File: config.mk
export PLATFORM = sky130hd
export DESIGN_NAME = demux_1to8_reg
export DESIGN_NICKNAME = d
export VERILOG_FILES = /design/src/rtl/demux_pkg.sv /design/src/rtl/mod8_counter.sv /design/src/rtl/demux_1to8_reg.sv
export SDC_FILE = /design/constraint.sdc
export NUM_CORES = 1
export LEC_CHECK = 0
export ABC_AREA = 1
export CORE_UTILIZATION = 47
export CTS_CLUSTER_DIAMETER = 30
export CTS_CLUSTER_SIZE = 10
export DETAILED_ROUTE_END_ITERATION = 6
export GPL_TIMING_DRIVEN = 0
export PLACE_DENSITY_LB_ADDON = 0.12
export SYNTH_ARGS = -nofsm -noshare
export SYNTH_HDL_FRONTEND = slang
export SYNTH_SLANG_ARGS = --single-unit
File: constraint.sdc
create_clock -name clk -period 1.4 [get_ports clk]
set_input_delay 0.14 -clock clk [delete_from_list [all_inputs] [get_ports clk]]
set_output_delay 0.14 -clock clk [all_outputs]
set_load 0.02 [all_outputs]
File: src/rtl/demux_pkg.sv
// demux_pkg: shared constants and FSM state type
// for the registered 1-to-8 demux bank.
package demux_pkg;

  localparam int NREG  = 8;
  localparam int PTR_W = 3;

  typedef enum logic {
    IDLE  = 1'b0,
    CLEAR = 1'b1
  } state_t;

  function automatic logic is_last(
    input logic [PTR_W-1:0] p
  );
    return p == PTR_W'(NREG - 1);
  endfunction

endpackage

File: src/rtl/mod8_counter.sv
// mod8_counter: 3-bit wrap-around counter
// with enable and synchronous load-zero.
module mod8_counter
  import demux_pkg::*;
(
  input  logic             clk,
  input  logic             rst_n,
  input  logic             en,
  input  logic             clr,
  output logic [PTR_W-1:0] q
);

  // load-zero wins over count; 7 wraps to 0
  always_ff @(posedge clk or negedge rst_n) begin
    if (!rst_n) begin
      q <= '0;
    end else if (clr) begin
      q <= '0;
    end else if (en) begin
      q <= q + PTR_W'(1);
    end
  end

endmodule

File: src/rtl/demux_1to8_reg.sv
// demux_1to8_reg: 8-entry write bank with clear sweep.
// DEMUX_AUTOINC_EN adds Mode port and auto-inc WrPtr.
module demux_1to8_reg
  import demux_pkg::*;
#(
  parameter int WIDTH = 4
) (
  input  logic             clk,
  input  logic             rst_n,
  input  logic [WIDTH-1:0] In,
  input  logic [2:0]       Sel,
  input  logic             Wr,
  input  logic             Clr,
`ifdef DEMUX_AUTOINC_EN
  input  logic             Mode,
`endif
  output logic [WIDTH-1:0] Out1,
  output logic [WIDTH-1:0] Out2,
  output logic [WIDTH-1:0] Out3,
  output logic [WIDTH-1:0] Out4,
  output logic [WIDTH-1:0] Out5,
  output logic [WIDTH-1:0] Out6,
  output logic [WIDTH-1:0] Out7,
  output logic [WIDTH-1:0] Out8,
  output logic [NREG-1:0]  Valid,
  output logic             Busy,
  output logic             Full
);

  state_t           state;
  state_t           state_nxt;
  logic             busy_nxt;
  logic [PTR_W-1:0] sptr;
  logic [PTR_W-1:0] tgt;
  logic             wr_acc;
  logic             sweep_end;
  logic [NREG-1:0]  valid_nxt;
  logic [WIDTH-1:0] bank [NREG];

  assign wr_acc    = (state == IDLE) && Wr && !Clr;
  assign sweep_end = (state == CLEAR) && is_last(sptr);

  mod8_counter u_sweep (
    .clk   (clk),
    .rst_n (rst_n),
    .en    (state == CLEAR),
    .clr   (state == IDLE),
    .q     (sptr)
  );

`ifdef DEMUX_AUTOINC_EN
  logic [PTR_W-1:0] WrPtr;

  mod8_counter u_wrptr (
    .clk   (clk),
    .rst_n (rst_n),
    .en    (wr_acc && Mode),
    .clr   (sweep_end),
    .q     (WrPtr)
  );

  assign tgt = Mode ? WrPtr : Sel;
`else
  assign tgt = Sel;
`endif

  // FSM state register
  always_ff @(posedge clk or negedge rst_n) begin
    if (!rst_n) begin
      state <= IDLE;
    end else begin
      state <= state_nxt;
    end
  end

  // FSM next state: Clr starts a sweep, last step ends it
  always_comb begin
    state_nxt = state;
    unique case (state)
      IDLE:    if (Clr) state_nxt = CLEAR;
      CLEAR:   if (is_last(sptr)) state_nxt = IDLE;
      default: state_nxt = IDLE;
    endcase
  end

  // FSM output: Busy registered from next state
  always_comb begin
    busy_nxt = (state_nxt == CLEAR);
  end

  // next valid vector: sweep clears, write sets
  always_comb begin
    valid_nxt = Valid;
    unique case (1'b1)
      state == CLEAR: valid_nxt[sptr] = 1'b0;
      wr_acc:         valid_nxt[tgt]  = 1'b1;
      default: ;
    endcase
  end

  // status flops: Busy, Valid, Full
  always_ff @(posedge clk or negedge rst_n) begin
    if (!rst_n) begin
      Busy  <= 1'b0;
      Valid <= '0;
      Full  <= 1'b0;
    end else begin
      Busy  <= busy_nxt;
      Valid <= valid_nxt;
      Full  <= &valid_nxt;
    end
  end

  // data bank: sweep zeroes one entry per cycle, else write
  always_ff @(posedge clk or negedge rst_n) begin
    if (!rst_n) begin
      for (int i = 0; i < NREG; i++) begin
        bank[i] <= '0;
      end
    end else if (state == CLEAR) begin
      bank[sptr] <= '0;
    end else if (wr_acc) begin
      bank[tgt] <= In;
    end
  end

  assign Out1 = bank[0];
  assign Out2 = bank[1];
  assign Out3 = bank[2];
  assign Out4 = bank[3];
  assign Out5 = bank[4];
  assign Out6 = bank[5];
  assign Out7 = bank[6];
  assign Out8 = bank[7];

endmodule

==> metrics.yaml, run 1 <==
run_status:
  outcome: "completed"
grt:
  grt_usage: 0.216
  grt_pass1_wl_um: 6840
  met3_usage: 0.0483
  gr-total-overflow: 0
  gr-usage-met2: 0.338
  busiest_layer: "met2"
  grt_pass1_vias: 1441
  gr-usage-met1: 0.296
  grt_max_degree: 30
  antenna_found_initial: 0
power_and_ir_drop:
  leakagePower_nw: 1.85
  p_per_area_nw_per_um2: 1460
  ir_drop_uv: 1100
routing:
  drt-total-wl_um: 4490
  viasPerCell: 4.95
  drtPass1Iterations: 4
  drtIter0Drc: 100
  vias: 1608
  ant_nets: 0
  route.detailed.drc: 0
  avgRoutedWirePerCell_um: 13.8
timing:
  clock-skew-final_ps: 3.26
  finalCritPeriodShare: 0.953
  slew_violations: 0
  finalHoldViolCount: 0
  fin_crit_ps: 1330
  fin_setup_tns_ps: 0
  relSlewSlack: 0.736
  worstMarginPinSlew_ps: 396
  max_clock_freq_ghz: 0.749
  finalSetupViolCount: 0
placed_design:
  place_area_um2: 2510
  gp_congestion: 0.797
  dp_hpwl_um: 3080
  port_buffers: 52
synth:
  syn_avg_cell_area_um2: 9.40
  syn-num-nets: 217
  yosysWarnings: 0
  synthMuxAreaShare: 0
  synth.most_common_cell: "dfrtp_1"
  synthFlopType: "dfrtp_1"
  netlist.top_cell.by_area: "dfrtp_1"
  synth_xor_area_frac: 0
  synth_top_family_by_area: "simple AND/OR/NAND/NOR gates"
  synthTopCellsByArea: "dfrtp_1, nand3_1, o21ai_0, inv_1, nand2_1"
  yosysTopAreaCellShare: 0.587
  syn_area_um2: 1920
  yosysUniqueCellTypes: 16
  synth-adder-area-share: 0.0130
  synth_cells: 204
  async_flop_share: 1.00
  synth_seq_cells: 45
  synth_compound_area_frac: 0.0926
  synth_edf_count: 0
  synth_common_cells: "dfrtp_1, nand3_1, o21ai_0, inv_1, nand2_1"
  seq_area_frac_synth: 0.587
  yosys.area_share.simple: 0.249
die:
  rows: 22
  core-area_um2: 3800
  die_x_um: 65.9
  start_util: 0.505
  die_h_um: 65.9
  io_pins: 53
  dieArea_um2: 4340
layout:
  area_growth_pct: 44.0
  nNetsFinal: 289
  design_area_um2: 2760
  fill_cells: 300
  multi_input_area_um2: 709
  layout-drive-gt1-share: 0.184
  diodes: 0
  regArea_um2: 1130
setup_path:
  timing.rr.start: "Busy"
  startpoint: "Busy"
  critPathLaunchType: "flip-flop"
  worstPathMaxFanout: 6
  crit_required_ps: 1630
  worst-setup-path-type: "reg2reg"
  end_kind: "flip-flop"
  r2r_slack_ps: 70
  arrival_ps: 1570
clocking:
  clock_path_buffers: 2
  path_clk_slew_ps: 80
  cts_made_buffers: 5
  htreeDepth: 2
  cts_tree: "done"
  worstSkewPairLatency_ps: 290
  clkSinkCount: 45
  cts-root-buf: "clkbuf_8"
run:
  maxCapViolations: 0
min_path:
  hp-class: "in2async"
[layout make-up]
cell class / instances / share of cell area
Tap cell: 48 / 0.0217
Clock buffer: 7 / 0.0349
Inverter: 29 / 0.0394
Clock inverter: 1 / 0.00181
Timing Repair Buffer: 66 / 0.237
Multi-Input combinational cell: 129 / 0.257
Sequential cell: 45 / 0.408
[critical path: stages, from the launching register on]
cell and delay (ps):
dfrtp_2 430, inv_2 90, nand2_4 60, nor2_8 210
nand2_4 100, nand2_2 90, nand2_2 60, nor2_2 90
nand2_1 60, nor2_1 70
[metal layers]
metal / routed length [um] / vias up
li1: - / 803
met1: 2140 / 746
met2: 2030 / 51
met3: 261 / 8
met4: 57 / 0
met5: 0 / -
[cells in the final DEF, fill, tap and decap left out, drive strengths merged]
cell type and count:
buf 14, nor2 18, o21bai 1, dlymetal6s2s 19, inv 29, or2 1, nand3 34, nand2 39
dfrtp 45, dlygate4sd3 1, ha 2, o21ai 33, clkinv 1, clkbuf 7, a21oi 1, dlygate4sd2 23
clkdlybuf4s50 9
[power by group]
part / internal (mW) / leakage (nW) / switching, mW
Clock: 0.446 / 0.0542 / 0.427
Sequential: 1.55 / 0.615 / 0.169
Combinational: 0.532 / 1.18 / 0.922
Total: 2.53 / 1.85 / 1.52
[sequential cells by signal, indices dropped and copies added, names as in the netlist]
name,cells
Out2,4
Out3,4
Busy,1
u_sweep.q,3
Out7,4
Out4,4
Out1,4
Out8,4
Out5,4
Full,1
Out6,4
Valid,8
[worst paths after layout]
check,endpoint,depth (start not counted)
setup / recovery,Full,9
hold / removal,Out3[3],2
setup reg to reg,Full,9
hold reg to reg,Out2[1],2
max in group asynchronous,Busy,3
min in group clk,Out2[1],2
[metrics by stage]
stage	worst slack, ps	hold WS [ps]	cells	util	total power [mW]
after floorplan	44.2	-156	204	-	2.55
after global placement	-1010	494	304	0.658	3.16
after detailed placement	-235	86.4	305	0.662	3.19
after CTS	0.481	313	314	0.685	3.99
after global routing	-2.48	332	325	0.727	4.28
final	65.7	293	325	0.727	4.04
[timing repair]
action                                  CTS  global route
hold buffers                              1             0
endpoints found under the setup margin   28            27
gates cloned                              0             0
resized for setup                        24            34
setup buffers                             1            11
pin swaps                                 1            13
endpoints found under the hold margin    16             0
[kinds of logic after synthesis]
family,Yosys count
AOI/OAI and AO/OA,35
adders and majority gates,2
buffers and inverters,30
DFF,45
and+or+nand+nor,92
Power figures use the tool's default switching activity.
==> run 2, diff against run 1 <==
--- a/config.mk
+++ b/config.mk
@@ -6,6 +6,7 @@
 export NUM_CORES = 1
 export LEC_CHECK = 0
 export ABC_AREA = 1
+export CAP_MARGIN = 20
 export CORE_UTILIZATION = 47
 export CTS_CLUSTER_DIAMETER = 30
 export CTS_CLUSTER_SIZE = 10
==> results of run 2 <==
The final DEF is identical to that of run 1; final timing and power are the same.
